**config.mk**
```make
export PLATFORM = sky130hd
export DESIGN_NAME = regfile_mp
export DESIGN_NICKNAME = d
export VERILOG_FILES = /design/src/rtl/rf_pkg.sv /design/src/rtl/rf_scoreboard.sv /design/src/rtl/regfile_mp.sv
export SDC_FILE = /design/constraint.sdc
export NUM_CORES = 2
export LEC_CHECK = 0
export CORE_MARGIN = 3
export CORE_UTILIZATION = 44
export CTS_CLUSTER_DIAMETER = 40
export DETAILED_ROUTE_END_ITERATION = 16
export PLACE_DENSITY = 0.66
export RECOVER_POWER = 25
export SYNTH_ARGS = -nofsm -noshare
export SYNTH_HDL_FRONTEND = slang
export SYNTH_SLANG_ARGS = --single-unit
export TNS_END_PERCENT = 5
```
**constraint.sdc**
```tcl
create_clock -name clk -period 44.8 [get_ports clk]
set_input_delay 8.96 -clock clk [delete_from_list [all_inputs] [get_ports clk]]
set_output_delay 8.96 -clock clk [all_outputs]
set_load 0.05 [all_outputs]
```
**src/rtl/rf_pkg.sv**
```systemverilog
// Shared definitions for the multi-port register file: default geometry,
// the hardwired zero-register index and the port-slice index helper.
package rf_pkg;

   localparam int unsigned RF_DATA_W = 32;
   localparam int unsigned RF_ADDR_W = 5;
   localparam int unsigned ZERO_REG  = 0;

   // LSB position of port 'port' inside a flattened bus of 'width'-bit fields.
   function automatic int unsigned port_lsb(input int unsigned port, input int unsigned width);
      return port * width;
   endfunction

endpackage

```
**src/rtl/rf_scoreboard.sv**
```systemverilog
// Pending-write scoreboard for regfile_mp. One pending bit per register:
// a reserve sets it, a write-back clears it, and a reserve beats a
// same-cycle write because the newly issued producer supersedes the old one.
// Bit 0 is never set. When RF_BYPASS_EN is defined, rd_busy is
// forced low for a read that matches a same-cycle write.
module rf_scoreboard
   import rf_pkg::*;
#(
   parameter int unsigned ADDR_W = RF_ADDR_W,
   parameter int unsigned NUM_RD = 2,
   parameter int unsigned NUM_WR = 2
) (
   input  logic                     clk,
   input  logic                     reset,
   input  logic                     rsv_en,
   input  logic [ADDR_W-1:0]        rsv_addr,
   input  logic [NUM_WR-1:0]        wr_en,
   input  logic [NUM_WR*ADDR_W-1:0] wr_addr,
   input  logic [NUM_RD*ADDR_W-1:0] rd_addr,
   output logic [NUM_RD-1:0]        rd_busy
);

   localparam int unsigned DEPTH = 32'd1 << ADDR_W;

   logic [DEPTH-1:0]  pending_r;
   logic [DEPTH-1:0]  pending_nxt_s;
   logic [ADDR_W-1:0] wr_a_s;
   logic [ADDR_W-1:0] rd_a_s;

   // Next pending state: writes release, then a reserve re-marks; r0 stays clear.
   always_comb begin
      pending_nxt_s = pending_r;
      wr_a_s        = {ADDR_W{1'b0}};
      for (int unsigned w = 0; w < NUM_WR; w++) begin
         wr_a_s                = wr_addr[port_lsb(w, ADDR_W) +: ADDR_W];
         pending_nxt_s[wr_a_s] = wr_en[w] ? 1'b0 : pending_nxt_s[wr_a_s];
      end
      pending_nxt_s[rsv_addr] = rsv_en ? 1'b1 : pending_nxt_s[rsv_addr];
      pending_nxt_s[0]        = 1'b0;
   end

   // Pending-bit register with asynchronous clear.
   always_ff @(posedge clk or posedge reset) begin
      if (reset) begin
         pending_r <= {DEPTH{1'b0}};
      end else begin
         pending_r <= pending_nxt_s;
      end
   end

   // Busy lookup per read port, optionally released by a same-cycle write.
   always_comb begin
      rd_busy = {NUM_RD{1'b0}};
      rd_a_s  = {ADDR_W{1'b0}};
      for (int unsigned p = 0; p < NUM_RD; p++) begin
         rd_a_s     = rd_addr[port_lsb(p, ADDR_W) +: ADDR_W];
         rd_busy[p] = pending_r[rd_a_s];
`ifdef RF_BYPASS_EN
         for (int unsigned w = 0; w < NUM_WR; w++) begin
            rd_busy[p] = (wr_en[w] &&
                          (wr_addr[port_lsb(w, ADDR_W) +: ADDR_W] == rd_a_s) &&
                          (rd_a_s != ADDR_W'(ZERO_REG))) ? 1'b0 : rd_busy[p];
         end
`endif
      end
   end

endmodule

```
**src/rtl/regfile_mp.sv**
```systemverilog
// Multi-port architectural register file with pending-write scoreboard.
// NUM_RD combinational read ports, NUM_WR clocked write ports where the
// higher-indexed port wins on an address collision, r0 hardwired to zero.
// Optional feature macro: RF_BYPASS_EN -- same-cycle write-to-read
// forwarding of data and busy release (higher write port wins).
module regfile_mp
   import rf_pkg::*;
#(
   parameter int unsigned DATA_W = RF_DATA_W,
   parameter int unsigned ADDR_W = RF_ADDR_W,
   parameter int unsigned NUM_RD = 2,
   parameter int unsigned NUM_WR = 2
) (
   input  logic                     clk,
   input  logic                     reset,
   input  logic [NUM_RD*ADDR_W-1:0] rd_addr,
   output logic [NUM_RD*DATA_W-1:0] rd_data,
   output logic [NUM_RD-1:0]        rd_busy,
   input  logic [NUM_WR-1:0]        wr_en,
   input  logic [NUM_WR*ADDR_W-1:0] wr_addr,
   input  logic [NUM_WR*DATA_W-1:0] wr_data,
   input  logic                     rsv_en,
   input  logic [ADDR_W-1:0]        rsv_addr
);

   localparam int unsigned DEPTH = 32'd1 << ADDR_W;

   logic [DATA_W-1:0] mem_r [DEPTH];
   logic [ADDR_W-1:0] rd_a_s;
   logic [DATA_W-1:0] rd_v_s;

   // Register storage: ports applied in ascending order so the higher port wins.
   always_ff @(posedge clk or posedge reset) begin
      if (reset) begin
         for (int unsigned i = 0; i < DEPTH; i++) begin
            mem_r[i] <= {DATA_W{1'b0}};
         end
      end else begin
         for (int unsigned w = 0; w < NUM_WR; w++) begin
            if (wr_en[w] && (wr_addr[port_lsb(w, ADDR_W) +: ADDR_W] != ADDR_W'(ZERO_REG))) begin
               mem_r[wr_addr[port_lsb(w, ADDR_W) +: ADDR_W]] <= wr_data[port_lsb(w, DATA_W) +: DATA_W];
            end
         end
      end
   end

   // Combinational read muxes with zero-register forcing and optional bypass.
   always_comb begin
      rd_data = {(NUM_RD*DATA_W){1'b0}};
      rd_a_s  = {ADDR_W{1'b0}};
      rd_v_s  = {DATA_W{1'b0}};
      for (int unsigned p = 0; p < NUM_RD; p++) begin
         rd_a_s = rd_addr[port_lsb(p, ADDR_W) +: ADDR_W];
         rd_v_s = (rd_a_s == ADDR_W'(ZERO_REG)) ? {DATA_W{1'b0}} : mem_r[rd_a_s];
`ifdef RF_BYPASS_EN
         for (int unsigned w = 0; w < NUM_WR; w++) begin
            rd_v_s = (wr_en[w] &&
                      (wr_addr[port_lsb(w, ADDR_W) +: ADDR_W] == rd_a_s) &&
                      (rd_a_s != ADDR_W'(ZERO_REG))) ? wr_data[port_lsb(w, DATA_W) +: DATA_W] : rd_v_s;
         end
`endif
         rd_data[port_lsb(p, DATA_W) +: DATA_W] = rd_v_s;
      end
   end

   rf_scoreboard #(
      .ADDR_W (ADDR_W),
      .NUM_RD (NUM_RD),
      .NUM_WR (NUM_WR)
   ) u_scoreboard (
      .clk      (clk),
      .reset    (reset),
      .rsv_en   (rsv_en),
      .rsv_addr (rsv_addr),
      .wr_en    (wr_en),
      .wr_addr  (wr_addr),
      .rd_addr  (rd_addr),
      .rd_busy  (rd_busy)
   );

endmodule
```
==> impl_metrics.csv <==
group,metric,value,unit
status,outcome,"complete, but fails checks",
status,failed_checks,"max-capacitance violations, max-slew violations",
placement,dp_hpwl,133,mm
critical_path,rr_startpoint,"u_scoreboard.pending_r[7]$_DFF_PP0_",
critical_path,path_class,"input port to output pin",
yosys,netlist_area,67300,sq um
power_and_ir_drop,seq_power_share,37.0,%
die,floorplan.die_area,158000,sq um
min_path,hp-class,"flop to flop",
drt,totalWireLength,258,mm
clock_network,ctsLongestPathBuffers,3,
global_route,grt_pass1_wl,372,mm
timing,finalHoldViolCount,0,
timing,slew_headroom,-210,%
power_and_ir_drop,pwr-share-clk,37.1,%
critical_path,startpoint_type,"input port",
timing,final-setup-viol-count,0,
clock_network,number_of_h_tree_branching_levels,4,
yosys,post_synth_main_area_contributors,"sky130_fd_sc_hd__dfrtp_1 39%, sky130_fd_sc_hd__mux4_2 22%, sky130_fd_sc_hd__mux2i_1 16%, sky130_fd_sc_hd__a21oi_1 6.4%, sky130_fd_sc_hd__nor2_1 5.4%",
power_and_ir_drop,internal_power,0.00264,W
drt,post-route-drc-count,0,
drt,avgViaCountPerCell,6.70,
die,coreArea,151000,sq um
cells_and_area,drive_above_1_share,19.5,%
drt,detailroute.via_count,54015,
timing,unrepaired_setup_endpoints_after_global_routing,"no",
placement,dpl.cell_count,7721,
global_route,first_global_vias,52992,
yosys,ys_seq_elements,1055,
power_and_ir_drop,power.density,50.6,nW/um^2
timing,final.setup.tns,0,ns
yosys,async_reset_ff_share,100,%
clock_network,cts_buffers,178,
critical_path,timing.critical_path.fanout_max,99,
power_and_ir_drop,p_leak,34.6,nW
die,initial_core_util,44.6,%
critical_path,cp.required,35.84,ns
yosys,synthDominantAreaCellType,"sky130_fd_sc_hd__dfrtp_1",
timing,finClkSkew,0.0508,ns
cells_and_area,postLayoutCoreUtil,50.5,%
global_route,overflow_after_grt,0,
yosys,synth_nets,6273,
placement,gp_congestion,0.935,
clock_network,cts-resized-gates,0,
yosys,number_of_instances_in_the_synthesized_netlist,6179,
power_and_ir_drop,comb_power_share,26.0,%
yosys,ys.warnings.count,0,
yosys,most_common_cell_in_the_netlist,"sky130_fd_sc_hd__dfrtp_1",
critical_path,worst-endpoint-arrival,14.10,ns
power_and_ir_drop,power.ir.vdd_worst,0.0000509,V
power_and_ir_drop,switching_share,31.5,%
drt,routed_wire_length_per_instance,32.0,um
yosys,synth_top_cells_by_count,"1,055 x sky130_fd_sc_hd__dfrtp_1, 1,052 x sky130_fd_sc_hd__mux2i_1, 971 x sky130_fd_sc_hd__nor2_1, 861 x sky130_fd_sc_hd__a21oi_1, 662 x sky130_fd_sc_hd__mux4_2",
power_and_ir_drop,report.power.total,0.00385,W
clock_network,cts_root_buffer,"sky130_fd_sc_hd__clkbuf_16",
timing,tightest_slew,4.63,ns
yosys,synth_top_flop_cell,"sky130_fd_sc_hd__dfrtp_1",
global_route,antenna_found_initial,20,
min_path,hp-start,"mem_r[1002]$_DFF_PP0_",
yosys,synth_edf_count,0,
power_and_ir_drop,power.net_switching,0.00121,W
clock_network,clock_sinks,1055,
clock_network,post_cts_buffers,0,
clock_network,post_cts_hold_buffer_count,0,
drt,antenna_violating_nets_post_route,0,
cells_and_area,post_layout_nonfiller_instances,8057,
timing,slew_violations,616,
job,cap_violations,11,
clock_network,clock_transition_at_path_regs,0.05,ns
die,die_w,397,um
die,rows,142,
placement,place.port_buffers,159,
yosys,synth-seq-area-share,39.2,%
timing,post-route-period-util,51.5,%
yosys,synth_cell_type_count,75,
yosys,top_cell_type_s_share_of_synthesized_area,39.2,%
cells_and_area,area_delta_synth_final,13.2,%
clock_network,clock_insertion_delay_at_the_later_pin_of_the_skew_report,0.83,ns
timing,finalWorstPathRequiredPeriod,23.06,ns
die,io-pin-count,160,
critical_path,timing.critical_path.from,"rd_addr[5]",
global_route,grt_start_max_net_pins,181,
global_route,gr-usage-all-layers,32.3,%
drt,drt_first_iter_violations,7736,
die,die_h,397,um
cells_and_area,final_net_count,5979,
yosys,syn-mean-instance-area,10.9,sq um
drt,first_pass_iters,9,
clock_network,cts_tree,"done",
timing,peak_freq,43.4,MHz
critical_path,worstSetupEndpointType,"output pin",
==> path summary, 6_finish.rpt <==
kind | end | slack, ns | cells after the start
max | rd_data[39] | 21.74 | 8
min | mem_r[1002]$_DFF_PP0_ | 0.39 | 0
max reg2reg | u_scoreboard.pending_r[3]$_DFF_PP0_ | 39.75 | 12
min reg2reg | mem_r[1002]$_DFF_PP0_ | 0.39 | 0
max in group asynchronous | mem_r[785]$_DFF_PP0_ | 26.77 | 5
min in group asynchronous | mem_r[66]$_DFF_PP0_ | 10.01 | 2
==> per-layer routing <==
metal  GRT usage (%)  routed length [um]  share of wire (%)
met2            48.1              114000                 44
met1            41.8               93800                 36
met4            19.0               17100                6.6
met3            9.89               32800                 13
met5               0                  85              0.033
==> registers in the layout, indices dropped and copies added (netlist names) <==
register and flops:
u_scoreboard.pending_r 31, mem_r 1024
==> power groups by stage <==
stage	Sequential, W	Combinational [W]	Clock, W
3_5_place_dp	0.00143	0.000992	0
4_1_cts	0.00141	0.000994	0.00144
2_1_floorplan	0.00136	0.000776	0
6_report	0.00142	0.00100	0.00143
3_3_place_gp	0.00141	0.000964	0
5_1_grt	0.00145	0.00107	0.00149
==> cells in the final DEF (no fill, tap or decap), types with 10 or more instances in the layout <==
master | Yosys | routed
sky130_fd_sc_hd__mux2i_1 | 1052 | 1052
sky130_fd_sc_hd__nor2_1 | 971 | 965
sky130_fd_sc_hd__a31oi_1 | 13 | 13
sky130_fd_sc_hd__nand3b_1 | 10 | 10
sky130_fd_sc_hd__nand4_1 | 19 | 19
sky130_fd_sc_hd__nand2_4 | 0 | 40
sky130_fd_sc_hd__nand3_1 | 25 | 21
sky130_fd_sc_hd__nand2_1 | 289 | 249
sky130_fd_sc_hd__clkbuf_8 | 0 | 26
sky130_fd_sc_hd__a21oi_1 | 861 | 861
sky130_fd_sc_hd__buf_4 | 2 | 102
sky130_fd_sc_hd__clkbuf_16 | 0 | 181
sky130_fd_sc_hd__nand2b_1 | 14 | 12
sky130_fd_sc_hd__bufinv_16 | 0 | 18
sky130_fd_sc_hd__dfrtp_1 | 1055 | 1055
sky130_fd_sc_hd__diode_2 | 0 | 11
sky130_fd_sc_hd__nor3b_1 | 10 | 10
sky130_fd_sc_hd__clkbuf_1 | 597 | 31
sky130_fd_sc_hd__nor4_1 | 12 | 11
sky130_fd_sc_hd__a32oi_1 | 25 | 25
sky130_fd_sc_hd__nor3_1 | 26 | 25
sky130_fd_sc_hd__o211ai_1 | 15 | 15
sky130_fd_sc_hd__clkinv_4 | 0 | 13
sky130_fd_sc_hd__clkdlybuf4s50_1 | 0 | 146
sky130_fd_sc_hd__mux4_2 | 662 | 662
sky130_fd_sc_hd__o21ai_0 | 193 | 193
sky130_fd_sc_hd__and3_1 | 14 | 11
sky130_fd_sc_hd__inv_6 | 0 | 17
sky130_fd_sc_hd__clkinvlp_4 | 0 | 21
sky130_fd_sc_hd__clkinv_2 | 0 | 18
==> critical path, cell delays in order <==
cell and delay, ns:
sky130_fd_sc_hd__buf_8 0.67, sky130_fd_sc_hd__buf_12 0.75, sky130_fd_sc_hd__buf_4 0.88, sky130_fd_sc_hd__mux4_2 0.61
sky130_fd_sc_hd__mux4_2 0.46, sky130_fd_sc_hd__mux2i_1 0.66, sky130_fd_sc_hd__nor2_1 0.11, sky130_fd_sc_hd__clkdlybuf4s50_1 0.73
==> per-stage QoR <==
| stage | setup WS, ns | cell area, sq um | hold WS, ns |
|---|---|---|---|
| 5_1_grt | 21.52 | 76100 | 0.404 |
| 6_report | 21.74 | 76100 | 0.393 |
| 3_3_place_gp | 21.89 | 69900 | 0.376 |
| 3_5_place_dp | 21.85 | 69900 | 0.383 |
| 2_1_floorplan | 6.14 | 67300 | 0.441 |
| 4_1_cts | 21.81 | 76200 | 0.396 |
==> logic make-up after synthesis <==
kind of cell / count (synthesis) / synth area share, %
xor gates and xnor gates: 4 / 0.0521
AOI/OAI and AO/OA: 1188 / 9.51
and+or+nand+nor: 1459 / 8.98
buffers and inverters: 751 / 4.27
muxes: 1722 / 38.0
DFF: 1055 / 39.2
==> area by class of cell <==
type	count	area, sq um
Fill cell	13084	74700
Multi-Input combinational cell	4373	38500
Sequential cell	1055	26400
Clock buffer	227	4960
Tap cell	2016	2520
Timing Repair Buffer	271	2440
Clock inverter	98	1300
Antenna cell	11	27.5
Inverter	6	23.8
(Power assumes the default switching activity.)
